--- src/rtl/gcd_lcm_ctrl.sv ---
// gcd_lcm_ctrl
// Memory-mapped sequencer for the GCD/LCM coprocessor datapath. Holds the
// operand, control, status and result registers on the data-memory bus and
// runs an iterative subtract (GCD) or add (LCM) loop, one step per cycle,
// after a start command. Completion raises a sticky done flag and DoneIrq.
//
// Ports:
//   clk        rising-edge clock
//   reset      asynchronous, active-high; clears all state
//   WE         register write strobe, sampled at posedge clk
//   Addr       byte address: 0x00 OPA, 0x04 OPB, 0x08 CTRL, 0x0C STATUS,
//              0x10 RESULT; other addresses read 0 and ignore writes
//   WriteData  write data
//   ReadData   combinational read of the register selected by Addr
//   DoneIrq    level interrupt, mirrors STATUS.done
//
// state  | meaning
// -------+-----------------------------------------------------------
// S_IDLE | waiting for a start command; busy=0
// S_RUN  | one subtract/add step per cycle until a terminal condition

module gcd_lcm_ctrl #(
    parameter int WIDTH = 32
) (
    input  logic             clk,
    input  logic             reset,
    input  logic             WE,
    input  logic [4:0]       Addr,
    input  logic [WIDTH-1:0] WriteData,
    output logic [WIDTH-1:0] ReadData,
    output logic             DoneIrq
);

    localparam logic [4:0] ADDR_OPA    = 5'h00;
    localparam logic [4:0] ADDR_OPB    = 5'h04;
    localparam logic [4:0] ADDR_CTRL   = 5'h08;
    localparam logic [4:0] ADDR_STATUS = 5'h0C;
    localparam logic [4:0] ADDR_RESULT = 5'h10;

    typedef enum logic {
        S_IDLE,
        S_RUN
    } state_t;

    state_t           state, state_nxt;
    logic [WIDTH-1:0] opa, opb, result, result_nxt;
    logic [WIDTH-1:0] x, x_nxt, y, y_nxt;
    logic [WIDTH-1:0] inc_a, inc_a_nxt, inc_b, inc_b_nxt;
    logic             op_lcm, op_lcm_nxt;
    logic             done, done_nxt, ovf, ovf_nxt, err, err_nxt;

    logic             wr_opa, wr_opb, wr_ctrl, wr_status;
    logic             cmd_start, cmd_abort;
    logic [WIDTH:0]   sum_x, sum_y;

    assign wr_opa    = WE && (Addr == ADDR_OPA);
    assign wr_opb    = WE && (Addr == ADDR_OPB);
    assign wr_ctrl   = WE && (Addr == ADDR_CTRL);
    assign wr_status = WE && (Addr == ADDR_STATUS);
    assign cmd_start = wr_ctrl && WriteData[0];
    assign cmd_abort = wr_ctrl && WriteData[2];

    // One extra bit holds the carry-out that flags LCM overflow.
    assign sum_x = {1'b0, x} + {1'b0, inc_a};
    assign sum_y = {1'b0, y} + {1'b0, inc_b};

    always_ff @(posedge clk or posedge reset) begin
        if (reset) begin
            state  <= S_IDLE;
            opa    <= '0;
            opb    <= '0;
            result <= '0;
            x      <= '0;
            y      <= '0;
            inc_a  <= '0;
            inc_b  <= '0;
            op_lcm <= 1'b0;
            done   <= 1'b0;
            ovf    <= 1'b0;
            err    <= 1'b0;
        end else begin
            state  <= state_nxt;
            result <= result_nxt;
            x      <= x_nxt;
            y      <= y_nxt;
            inc_a  <= inc_a_nxt;
            inc_b  <= inc_b_nxt;
            op_lcm <= op_lcm_nxt;
            done   <= done_nxt;
            ovf    <= ovf_nxt;
            err    <= err_nxt;
            if (wr_opa) opa <= WriteData;
            if (wr_opb) opb <= WriteData;
        end
    end

    always_comb begin
        state_nxt  = state;
        result_nxt = result;
        x_nxt      = x;
        y_nxt      = y;
        inc_a_nxt  = inc_a;
        inc_b_nxt  = inc_b;
        op_lcm_nxt = op_lcm;
        done_nxt   = done;
        ovf_nxt    = ovf;
        err_nxt    = err;

        // W1C first, so any flag set below on the same edge takes priority.
        if (wr_status) begin
            done_nxt = done & ~WriteData[1];
            ovf_nxt  = ovf  & ~WriteData[2];
            err_nxt  = err  & ~WriteData[3];
        end

        case (state)
            S_IDLE: begin
                if (cmd_start) begin
                    x_nxt      = opa;
                    y_nxt      = opb;
                    inc_a_nxt  = opa;
                    inc_b_nxt  = opb;
                    op_lcm_nxt = WriteData[1];
                    done_nxt   = 1'b0;
                    ovf_nxt    = 1'b0;
                    err_nxt    = 1'b0;
                    state_nxt  = S_RUN;
                end
            end
            S_RUN: begin
                if (cmd_abort) begin
                    // Abort beats both start and a terminating step.
                    state_nxt = S_IDLE;
                end else begin
                    if (cmd_start) err_nxt = 1'b1;
                    if ((x == '0) || (y == '0)) begin
                        result_nxt = op_lcm ? '0 : (x | y);
                        done_nxt   = 1'b1;
                        state_nxt  = S_IDLE;
                    end else if (x == y) begin
                        result_nxt = x;
                        done_nxt   = 1'b1;
                        state_nxt  = S_IDLE;
                    end else if (!op_lcm) begin
                        if (x > y) x_nxt = x - y;
                        else       y_nxt = y - x;
                    end else if (x < y) begin
                        if (sum_x[WIDTH]) begin
                            result_nxt = '0;
                            ovf_nxt    = 1'b1;
                            done_nxt   = 1'b1;
                            state_nxt  = S_IDLE;
                        end else begin
                            x_nxt = sum_x[WIDTH-1:0];
                        end
                    end else begin
                        if (sum_y[WIDTH]) begin
                            result_nxt = '0;
                            ovf_nxt    = 1'b1;
                            done_nxt   = 1'b1;
                            state_nxt  = S_IDLE;
                        end else begin
                            y_nxt = sum_y[WIDTH-1:0];
                        end
                    end
                end
            end
            default: state_nxt = S_IDLE;
        endcase
    end

    always_comb begin
        ReadData = '0;
        case (Addr)
            ADDR_OPA:    ReadData = opa;
            ADDR_OPB:    ReadData = opb;
            ADDR_STATUS: ReadData = {{(WIDTH-4){1'b0}}, err, ovf, done, (state == S_RUN)};
            ADDR_RESULT: ReadData = result;
            default:     ReadData = '0;
        endcase
    end

    assign DoneIrq = done;

endmodule

--- config.mk ---
export PLATFORM = sky130hd
export DESIGN_NAME = gcd_lcm_ctrl
export DESIGN_NICKNAME = d
export VERILOG_FILES = /design/src/rtl/gcd_lcm_ctrl.sv
export SDC_FILE = /design/constraint.sdc
export NUM_CORES = 1
export LEC_CHECK = 0
export CORE_UTILIZATION = 39
export CTS_CLUSTER_SIZE = 24
export DETAILED_ROUTE_END_ITERATION = 12
export PLACE_DENSITY_LB_ADDON = 0.3
export SETUP_SLACK_MARGIN = 0.1
export SYNTH_ARGS = -nofsm -noshare
export SYNTH_HDL_FRONTEND = slang
export SYNTH_SLANG_ARGS = --single-unit
--- constraint.sdc ---
create_clock -name clk -period 8.9 [get_ports clk]
set_input_delay 1.335 -clock clk [delete_from_list [all_inputs] [get_ports clk]]
set_output_delay 1.335 -clock clk [all_outputs]
set_load 0.03 [all_outputs]
=== Word-level counts from Yosys, hierarchy flattened ===
Index checks and enable logic that the tools add are counted.

* Reduce and logical (&&, ||, !) cells: 16
* Bitwise operators: 9
* Mux-type cells: 60
* Magnitude comparators: 2
* $add $sub $neg: 4
* Equal/unequal tests: 16

{| class="wikitable"
|+ Operators with widths
! kind !! number
|-
| two-way mux 32 bit || 23
|-
| case mux 32 bit (2 select lines) || 2
|-
| case mux 32 bit (4 select lines) || 1
|-
| adder 32 x 32 -> 33 bit || 2
|-
| zero test 32 bit || 2
|-
| subtractor 32 bit || 2
|-
| equality test 32 bit || 1
|-
| greater-than comparator 32 bit || 1
|-
| less-than comparator 32 bit || 1
|-
| OR 32 bit || 1
|-
| two-way mux 1 bit || 30
|-
| AND reduction 7 bit || 2
|-
| != test 3 bit, second input constant || 4
|-
| equality test 5 x 4 -> 1 bit, second input constant || 2
|-
| != test 2 bit, second input constant || 4
|-
| case mux 1 bit (2 select lines) || 4
|-
| logical AND 1 bit || 6
|-
| equality test 5 x 3 -> 1 bit, second input constant || 1
|-
| equality test 5 bit, second input constant || 1
|-
| zero test 5 bit || 1
|-
| inverter 1 bit || 5
|-
| AND reduction 5 bit || 1
|-
| != test 4 bit, second input constant || 1
|-
| nonzero test 4 bit || 1
|-
| 6 further kinds || 8
|}

* Bits in registers: 229
* Output and inout bits: 33
* Word-level logic and storage cells: 119

=== Longest topological paths before layout ===
* Depth in word-level cells: 10
* Depth in mapped cells: 15
* Gate-level depth less buffers: 13

=== Worst setup path after synthesis ===
No wires, ideal clock.

* Path kind: in2out
* From: input port Addr[3]
* To: output port ReadData[11]
* Stages: 5
* Path buffers: 3
* Required time: 7.565 ns
* Arrival: 2.783 ns
* Path slack: 4.782 ns
* Cells stage by stage: clkbuf_1 -> or3_1 -> clkbuf_1 -> clkbuf_1 -> nor2_1

* Longest elaborated chain between the ends: 2
* Elaborated cells between the ends (all ways): 5
* Those cells by class: eq/ne: 3; mux: 1; reduce/logical: 1

{| class="wikitable"
|+ RTL lines
! element !! line !! text
|-
| from (decl) || 28 || <nowiki>input logic [4:0] Addr,</nowiki>
|-
| equality test 5 bit, or another cell as far along || 174 || <nowiki>case (Addr)</nowiki>
|-
| case mux 32 bit (4 select lines) (*) || 174 ||
|-
| to (decl) || 30 || <nowiki>output logic [WIDTH-1:0] ReadData,</nowiki>
|}

Mark *: on every way between the ends. The rest lies on a longest branch, timed or not.

=== Worst setup path after layout ===
* From: input port Addr[2]
* To: output port ReadData[6]

The elaborated chain is that of the path after synthesis.

==> flow_summary.json <==
{
  "intPower_w": 0.00348,
  "drtPass1Iterations": 6,
  "synth_ff_type": "dfrtp_1",
  "crit_family": "buffers and inverters",
  "area_growth_pct": 12.0,
  "drc": 0,
  "crit_required_ns": 7.57,
  "p_clk_share_pct": 17.2,
  "clockBufferDepth": 3,
  "finalHoldViolCount": 0,
  "r2r_cells": 13,
  "cts_tree": "yes",
  "post_cts_resized": 0,
  "fmax_mhz": 170,
  "grt_pass1_vias": 15700,
  "timing.rr.start": "y[0]",
  "synth-edff-count": 0,
  "status": "complete, no violations",
  "tns_ns": 0,
  "syn-cell-area_sq_mm": 0.0180,
  "syn-num-nets": 2366,
  "grt_overflow": 0,
  "p_leak_nw": 9.24,
  "critPathKind": "in2out",
  "start_kind": "primary input",
  "final_util_pct": 44.4,
  "dp_cells": 2739,
  "multi_input_area_sq_mm": 0.0114,
  "ir_drop_mv": 0.156,
  "cp-end-kind": "output port",
  "synthArstFlopShare_pct": 100,
  "slowest_stage": "nor2_2",
  "min-delay-start": "inc_a[26]",
  "final_cells": 2790,
  "antenna_found_initial": 0,
  "cellPowerDensity_mw_per_mm2": 345,
  "final_cell_mix": "nand2_1 (344), dfrtp_1 (227), a21oi_1 (191), nor2_1 (173), ha_1 (159)",
  "critPathMaxFanout": 31,
  "drtIter0Drc": 1550,
  "place_congestion": 0.988,
  "core_sq_mm": 0.0455,
  "power_frac_seq_pct": 23.9,
  "post-cts-setup-buffer-count": 0,
  "grt_util_all_layers_pct": 26.8,
  "port_buffers": 72,
  "power_switching_w": 0.00349,
  "routed_wl_microns": 63700,
  "ys_types": 79,
  "drtAntennaViolNets": 0,
  "nets": 2373,
  "seq_area_sq_mm": 0.00573,
  "path_cells": "clkdlybuf4s50_1 > buf_4 > inv_1 > nor2_2 > buf_4 > a21oi_1 > nor2_1 > clkdlybuf4s50_1",
  "tightest_slew_ns": 1.12,
  "grt_pass1_wl_microns": 97100,
  "initial_core_util_pct": 39.6,
  "maxCapViolCount": 0,
  "finalSetupViolations": 0,
  "numCtsBuffers": 29,
  "place.detailed.hpwl_microns": 46600,
  "p_comb_share_pct": 59.0,
  "cts_max_level": 1,
  "rsz0062_at_grt": "no",
  "root_buffer": "clkbuf_16",
  "die_area_sq_mm": 0.0471,
  "cts_hold_buf": 0,
  "holdPathStages": 2,
  "critPathLaunch": "Addr[2]",
  "avgRoutedWirePerCell_microns": 22.8,
  "fin_crit_ns": 5.90,
  "path_depth": 8,
  "chipWidth_microns": 217,
  "syn_area_per_cell_sq_um": 8.34,
  "vias": 16400,
  "cp_num_buf_inv": 5,
  "dieHeight_microns": 217,
  "slew_viol_final": 0,
  "diodes": 0,
  "hp-class": "reg2reg",
  "finClkSkew_ns": 0.0201,
  "fp-row-count": 78,
  "slew_headroom_pct": 25.1,
  "mostFrequentLayoutCell": "nand2_1",
  "swShare_pct": 50.1,
  "fillers": 4580,
  "drive_above_1_share_pct": 7.72,
  "fin_crit_sh_pct": 66.3,
  "vias_per_cell": 5.87,
  "syn_inst": 2163,
  "ys_warn_count": 0,
  "cp.arrival_ns": 4.56,
  "cts.sinks": 229,
  "ys_ff_latch": 229,
  "slowest_delay_ns": 0.80,
  "io_pins": 73,
  "clock_latency_ns": 0.58,
  "seq_area_frac_synth_pct": 31.8,
  "clk_pin_slew_ns": 0.06,
  "grt_max_degree": 124
}
final cells by class:
| type | instances | share of cell area, % |
|---|---|---|
| Clock buffer | 40 | 4.10 |
| Clock inverter | 11 | 0.620 |
| Inverter | 119 | 2.25 |
| Multi-Input combinational cell | 1697 | 56.5 |
| Sequential cell | 229 | 28.4 |
| Tap cell | 600 | 3.72 |
| Timing Repair Buffer | 94 | 4.42 |
worst register-to-register path: cells and delay by family, from the launching register on:
family                     cells  cell delay [ns]
buffers and inverters          1             0.48
and+or+nand+nor                4             1.49
muxes                          1             0.41
DFF                            1             0.45
adders and majority gates      2             0.48
AOI/OAI and AO/OA              5             1.50
sequential cells by signal (all words and copies together) (netlist names), 32 cells and up:
signal	count
inc_b	32
opb	32
x	32
result	32
opa	32
inc_a	32
y	32
cell families after synthesis:
family	synth area share, %
XOR/XNOR	5.20
AND/OR/NAND/NOR	16.3
AO/OA/AOI/OAI	21.1
flip-flops	31.8
adder cells (fa/ha/maj)	11.5
buffers and inverters	5.11
multiplexers	9.04
final timing paths:
check	to	slack [ns]
setup / recovery	ReadData[6]	3.00
hold / removal	inc_a[26]	0.48
setup reg to reg	result[9]	3.99
hold reg to reg	inc_a[26]	0.48
max in group asynchronous	y[21]	6.41
min in group asynchronous	opa[5]	1.24
cell usage after synthesis (all sizes together) (5+ instances only):
master,n,area share (%)
nand2,345,7.2
dfrtp,229,32
a21oi,193,5.4
nor2,177,3.7
ha,159,11
o21ai,138,3.8
inv,119,2.5
clkbuf,101,2.1
mux2,97,6.3
xnor2,87,4.2
mux2i,50,2.8
a211oi,38,1.6
nor4,31,1.1
a21o,29,1.2
o211ai,29,1.2
nand3,24,0.69
o31ai,24,1.0
nand4,20,0.69
xor2,20,0.97
nand2b,18,0.62
o21bai,18,0.75
buf,17,0.53
nor3,16,0.44
nor2b,15,0.52
a31oi,14,0.57
o21a,14,0.58
a22oi,11,0.46
a221oi,9,0.44
o22ai,8,0.28
or3,8,0.28
and3,7,0.24
a221o,6,0.33
o221ai,6,0.29
a2111oi,5,0.24
a21boi,5,0.21
a222oi,5,0.28
o41ai,5,0.24
per-stage QoR:
stage	worst slack (ns)	instance area (sq um)	hold WS, ns	power [W]
6_report	3.00	20200	0.482	0.00697
5_1_grt	2.89	20200	0.502	0.00741
4_1_cts	3.04	20200	0.485	0.00691
3_5_place_dp	3.05	19200	0.470	0.00568
3_3_place_gp	3.12	19200	0.465	0.00566
2_1_floorplan	1.29	18000	0.450	0.00440
per-layer routing:
metal  part of all wire (%)  up-vias  routed length [microns]  global-route usage [%]
met2                     45      558                    28700                    42.5
met3                    6.1       74                     3910                    2.78
met1                     47     8101                    30000                    39.0
li1                       -     7652                        -                       -
met4                    1.8        0                     1140                    5.68
met5                      0        -                        0                       0
power by group through the flow:
stage               Clock, W  Combinational, W  Sequential, W
global route         0.00126           0.00446        0.00169
floorplan                  0           0.00291        0.00149
global placement           0           0.00400        0.00166
finish               0.00120           0.00411        0.00166
detailed placement         0           0.00401        0.00167
CTS                  0.00122           0.00404        0.00165
No activity file was read; power rests on OpenSTA's default activity.
